$ cat src/rtl/srv_mem_fill.sv
`timescale 1ns/1ps
`default_nettype none
// ============================================================================
// Module   : srv_mem_fill
// Purpose  : Line-fill controller between the I-cache refill port and the
//            instruction ROM. Reads one ROM word per cycle (linear or
//            critical-word-first wrap), places each word in its line slot,
//            and returns the whole line with a one-cycle response pulse.
// Ports    : clk, rst_n          - clock, asynchronous active-low reset
//            ext_addr_i/ext_req_i - refill request (byte address, level req)
//            ext_rsp_o/ext_data_o - line-valid pulse and filled line
//            rom_addr_o/rom_data_i- ROM word address out, data in (ROM_LAT)
//            busy_o               - high while filling or responding
//            fill_cnt_o           - saturating count of completed fills
// Revision : 1.0 - initial release
// ============================================================================
module srv_mem_fill #(
  parameter int WORDS   = 4,
  parameter int ROM_LAT = 0,
  parameter int WRAP_EN = 0,
  parameter int CNT_W   = 16
) (
  input  logic                 clk,
  input  logic                 rst_n,
  input  logic [31:0]          ext_addr_i,
  input  logic                 ext_req_i,
  output logic                 ext_rsp_o,
  output logic [WORDS*32-1:0]  ext_data_o,
  output logic [31:0]          rom_addr_o,
  input  logic [31:0]          rom_data_i,
  output logic                 busy_o,
  output logic [CNT_W-1:0]     fill_cnt_o
);

  localparam int OFF_W = $clog2(WORDS*4);
  localparam int IDX_W = (WORDS > 1) ? $clog2(WORDS) : 1;
  localparam int CNT_K = $clog2(WORDS+1);

  typedef enum logic [1:0] {
    IDLE = 2'd0,
    FILL = 2'd1,
    RESP = 2'd2
  } state_t;

  state_t state, state_nxt;

  logic [31:0]      base_q;
  logic [IDX_W-1:0] issue_idx;   // slot index currently on rom_addr_o
  logic [CNT_K-1:0] issued;      // words issued so far in this fill
  logic [CNT_K-1:0] captured;    // words captured so far in this fill
  logic             issuing;
  logic             cap_v;
  logic [IDX_W-1:0] cap_idx;
  logic             last_cap;
  logic [31:0]      base_in;
  logic [IDX_W-1:0] crit_in;
  logic             unused_addr;

  // Low address bits only matter through base/crit; fold them so every bit
  // of the request address is consumed for any parameter set.
  assign unused_addr = ^ext_addr_i;

  assign base_in = {ext_addr_i[31:OFF_W], {OFF_W{1'b0}}};

  if (WRAP_EN != 0 && WORDS > 1) begin : g_crit_wrap
    assign crit_in = ext_addr_i[OFF_W-1:2];
  end else begin : g_crit_lin
    assign crit_in = '0;
  end

  function automatic logic [31:0] word_addr(input logic [31:0]      b,
                                            input logic [IDX_W-1:0] i);
    return b + {{(30-IDX_W){1'b0}}, i, 2'b00};
  endfunction

  assign issuing  = (state == FILL) && (issued < CNT_K'(WORDS));
  assign last_cap = cap_v && (captured == CNT_K'(WORDS-1));

  // Latency pipeline: each issued index travels ROM_LAT stages so the
  // capture lands on the cycle its ROM data is valid.
  if (ROM_LAT == 0) begin : g_lat0
    assign cap_v   = issuing;
    assign cap_idx = issue_idx;
  end else begin : g_latn
    logic [ROM_LAT-1:0] pv;
    logic [IDX_W-1:0]   pidx [ROM_LAT];

    always_ff @(posedge clk or negedge rst_n) begin
      if (!rst_n) begin
        pv <= '0;
        for (int i = 0; i < ROM_LAT; i++) pidx[i] <= '0;
      end else begin
        pv[0]   <= issuing;
        pidx[0] <= issue_idx;
        for (int i = 1; i < ROM_LAT; i++) begin
          pv[i]   <= pv[i-1];
          pidx[i] <= pidx[i-1];
        end
      end
    end

    assign cap_v   = pv[ROM_LAT-1];
    assign cap_idx = pidx[ROM_LAT-1];
  end

  always_ff @(posedge clk or negedge rst_n) begin
    if (!rst_n) state <= IDLE;
    else        state <= state_nxt;
  end

  always_comb begin
    state_nxt = state;
    case (state)
      IDLE:    if (ext_req_i) state_nxt = FILL;
      FILL:    if (last_cap)  state_nxt = RESP;
      RESP:    state_nxt = IDLE;
      default: state_nxt = IDLE;
    endcase
  end

  always_ff @(posedge clk or negedge rst_n) begin
    if (!rst_n) begin
      base_q     <= '0;
      issue_idx  <= '0;
      issued     <= '0;
      captured   <= '0;
      rom_addr_o <= '0;
      ext_data_o <= '0;
      ext_rsp_o  <= 1'b0;
      busy_o     <= 1'b0;
      fill_cnt_o <= '0;
    end else begin
      ext_rsp_o <= (state == FILL) && last_cap;

      if ((state == IDLE) && ext_req_i) begin
        base_q     <= base_in;
        issue_idx  <= crit_in;
        issued     <= '0;
        captured   <= '0;
        rom_addr_o <= word_addr(base_in, crit_in);
        busy_o     <= 1'b1;
      end

      // After the final issue the address is left on the last word.
      if (issuing) begin
        issued <= issued + 1'b1;
        if (issued < CNT_K'(WORDS-1)) begin
          issue_idx  <= issue_idx + 1'b1;
          rom_addr_o <= word_addr(base_q, issue_idx + 1'b1);
        end
      end

      if (cap_v) begin
        captured <= captured + 1'b1;
        for (int s = 0; s < WORDS; s++) begin
          if (cap_idx == IDX_W'(s)) ext_data_o[32*s +: 32] <= rom_data_i;
        end
      end

      if (state == RESP) begin
        busy_o <= 1'b0;
        if (fill_cnt_o != '1) fill_cnt_o <= fill_cnt_o + 1'b1;
      end
    end
  end

endmodule
`default_nettype wire

$ cat config.mk
export PLATFORM = sky130hd
export DESIGN_NAME = srv_mem_fill
export DESIGN_NICKNAME = d
export VERILOG_FILES = /design/src/rtl/srv_mem_fill.sv
export SDC_FILE = /design/constraint.sdc
export NUM_CORES = 1
export LEC_CHECK = 0
export ABC_CLOCK_PERIOD_IN_PS = 2300
export BUFFER_PORTS_ARGS = -buffer_cell sky130_fd_sc_hd__clkbuf_2
export CORE_AREA = 4 4 153 118
export CTS_CLUSTER_SIZE = 14
export DETAILED_ROUTE_END_ITERATION = 8
export DIE_AREA = 0 0 157 122
export PLACE_DENSITY = 0.8
export SLEW_MARGIN = 20
export SYNTH_ARGS = -nofsm -noshare
export SYNTH_HDL_FRONTEND = slang
export SYNTH_SLANG_ARGS = --single-unit
$ cat constraint.sdc
create_clock -name clk -period 2.3 [get_ports clk]
set_clock_uncertainty 0.1 [all_clocks]
set_input_delay 0.46 -clock clk [delete_from_list [all_inputs] [get_ports clk]]
set_output_delay 0.46 -clock clk [all_outputs]
set_load 0.02 [all_outputs]
==> summary.md <==
| Metric | Value |
|---|---|
| Status | finished clean |
| Top FF cell, synth | dfrtp_1 |
| Fill count | around 1.3k |
| Post-DRT Antenna Nets | 0 |
| Footprint of the multi-input gates | ~2900 sq um |
| Pint | 0.00615 W |
| Crit path cell chain | ha_1, and4_1, nand4_1, nor3_1, mux2_2 |
| Post-synthesis sequential area ratio | 63.7% |
| Max-Cap Viols | 0 |
| Critical Path End Type | register |
| Syn Inst Count | 650 |
| Total gr overflow | 0 |
| Initial Util | 51.2% |
| Largest net degree at the start of global routing | 73 |
| Core Region | 16600 sq um |
| Final setup vio count | 0 |
| Register area | about 5400 sq um |
| Dpl hpwl | 13.8 mm |
| Post-synth cell types | 37 |
| Clock Latency Late Sink | slightly below 0.5 ns |
| Most frequent cell after synthesis | dfrtp_1 |
| Rel. slew slack | about three fifths |
| Cell family with most CP delay | simple AND/OR/NAND/NOR gates |
| Max Root-Sink Buffers | 3 |
| Post-route DRC | 0 |
| Syn-to-layout area delta | 26.0% |
| VDD IR max | ~0.56 mV |
| Setup repair bufs after CTS | 0 |
| PwrDens | roughly 750 nW/um^2 |
| Die area | 19200 sq um |
| CP peak stage delay | 0.41 ns |
| Max Clk Rate | ~0.5 GHz |
| Post-synth top cells | 216 x dfrtp_1, 124 x nand2_1, 119 x mux2_2 |
| Initial DRC count | 250 |
| Pins Over Slew Limit | 0 |
| TritonCTS clock tree | built |
| Leakage dissipation | 5.57 nW |
| Slew @ Worst Pin | 0.608 ns |
| Share of cells above drive strength 1 | 46.4% |
| Clock power frac | 42.6% |
| Total power | 0.00797 W |
| Total number of vias | 5938 |
| Critical Path AT | 2.21 ns |
| Root Driver | clkbuf_16 |
| Crit path max-delay cell type | dfrtp_1 |
| CP Launch Type | register |
| Synth Register Bits | 216 |
| Logic pwr share | under 10% |
| Final Cycle Share | 84.4% |
| Part of the power in registers | 50.3% |
| Syn_nets | between 700 and 800 |
| Via density | 5.25 |
| Global-route wire length before repair | 30.8 mm |
| Final Hold Viols | 0 |
| Sw Share | 22.8% |
| Num ports | roughly 250 |
| Clk sinks | 216 |
| Reg clk slew, reported paths | 0.06 ns |
| TritonCTS buffer count | 21 |
| Worst path buffer plus inverter count | 0 |
| Fraction of registers with async set/reset | 100% |
| Router iterations before antenna repair | 4 |
| GP Congestion | between 0.7 and 0.8 |
| Per-cell routed wire length | 17.1 um |
| H-tree lvl count | 1 |
| CP required | 2.57 ns |
| Port Buffers | 240 |
| Post-synth top area cell | dfrtp_1 |
| CP Max Fanout | 5 |
| ANT cells | 0 |
| Worst hold path type | primary input to register |
| Number of global-route vias before repair | 5913 |
| Switching power | approximately 0.0018 W |
| Rows | 41 |
| Synth warnings | 0 |
| Setup_tns | 0 ns |
| Initial antenna violation count | 0 |
| Synthesized area | 8480 sq um |
| Unrepaired setup endpoints after global routing | false |
| Synth top area share | a little under two thirds |
| Die W | around 160 um |
| Mapped Avg Cell Area | 13.1 sq um |
| EDFF count, synth | 0 |
| Final min period | 1.94 ns |
| Register-to-Register Setup Slack | 0.36 ns |
| Synth area leaders | dfrtp_1 64%, mux2_2 16%, nand2_1 5.5% |
| Crit Path Category | register to register |
| WL final | 19.3 mm |
| Die Ht | 122 um |
| # nets final | 976 |
| GRT Overall Usage | 19.9% |
==> metrics by stage <==
stage	hold WS, ns	cells	area [sq um]	util (%)	setup slack, ns
2_1_floorplan	0.0644	650	8480	-	0.400
3_3_place_gp	0.359	1092	10000	60.4	0.396
3_5_place_dp	0.363	1092	10000	60.4	0.344
4_1_cts	0.0612	1130	10700	64.5	0.336
5_1_grt	0.0789	1130	10700	64.5	0.249
6_report	0.0793	1130	10700	64.5	0.359
==> worst min-delay path, delay by kind of cell <==
kind	cells	cell delay, ns
buffers and inverters	1	0.07
and+or+nand+nor	2	0.10
==> logic make-up after synthesis <==
kind of cell / synth area share (%)
fa+ha+maj: 1.18
xor+xnor: 1.03
compound gates: 4.01
mux: 17.4
simple gates: 9.93
buf+inv: 2.71
flops: 63.7
==> routing by layer <==
metal  share of wire [%]  global-route usage (%)  up-vias
met5                   0                       0        -
met4                 2.4                    5.31        0
met3                 6.6                    3.52       33
met2                  48                    33.3      204
met1                  43                    27.0     2971
li1                    -                       -     2730
==> sequential cells by signal (all words and copies together), names as in the netlist <==
register and cells:
cap_idx 2, state 2, busy_o 1, ext_rsp_o 1
fill_cnt_o 16, base_q 28, issued 3, ext_data_o 128
captured 3, rom_addr_o 32
==> cell type report <==
class                   instances  share of cell area [%]
well taps                     215                    2.52
clock buffers                  28                    5.44
flip-flops and latches        216                    50.6
inverters                       6                   0.211
clock inverters                 9                   0.925
repair buffers                262                    13.6
multi-input cells             394                    26.8
==> cells in the final DEF, fill, tap and decap left out, types with 3 or more instances in the layout <==
cell type	count
a31oi_1	29
clkbuf_16	21
clkbuf_1	4
ha_1	8
inv_1	6
and2_1	3
buf_4	15
mux2_1	11
o21ai_0	4
nand3_1	4
a22o_1	6
clkbuf_8	4
mux2_2	119
o31ai_1	3
clkinv_2	6
clkbuf_2	239
and2_2	4
and3_1	3
a21oi_1	8
buf_12	6
nand4_1	5
dfrtp_1	216
xor2_1	9
nor2_1	34
nand2_1	123
==> timing repair <==
item                                    4_1_cts  5_1_grt
endpoints found under the hold margin        66        0
gates resized for setup                       0        0
endpoints found under the setup margin        0        0
hold buffers                                  1        0
==> worst paths after layout <==
kind | from | end | depth (start not counted)
min reg2reg | base_q[24] | base_q[24] | 2
min | ext_addr_i[24] | base_q[24] | 3
max in group asynchronous | rst_n | ext_data_o[30] | 3
min in group asynchronous | rst_n | rom_addr_o[19] | 2
max reg2reg | fill_cnt_o[0] | fill_cnt_o[14] | 5
max | fill_cnt_o[0] | fill_cnt_o[14] | 5
==> power groups by stage <==
stage	Clock, W	Combinational, W	Sequential, W
2_1_floorplan	0	0.000114	0.00421
3_3_place_gp	0	0.000565	0.00407
3_5_place_dp	0	0.000578	0.00408
4_1_cts	0.00346	0.000581	0.00401
5_1_grt	0.00363	0.000624	0.00403
6_report	0.00339	0.000569	0.00401
Note: power is estimated with default switching activity, not from simulation.
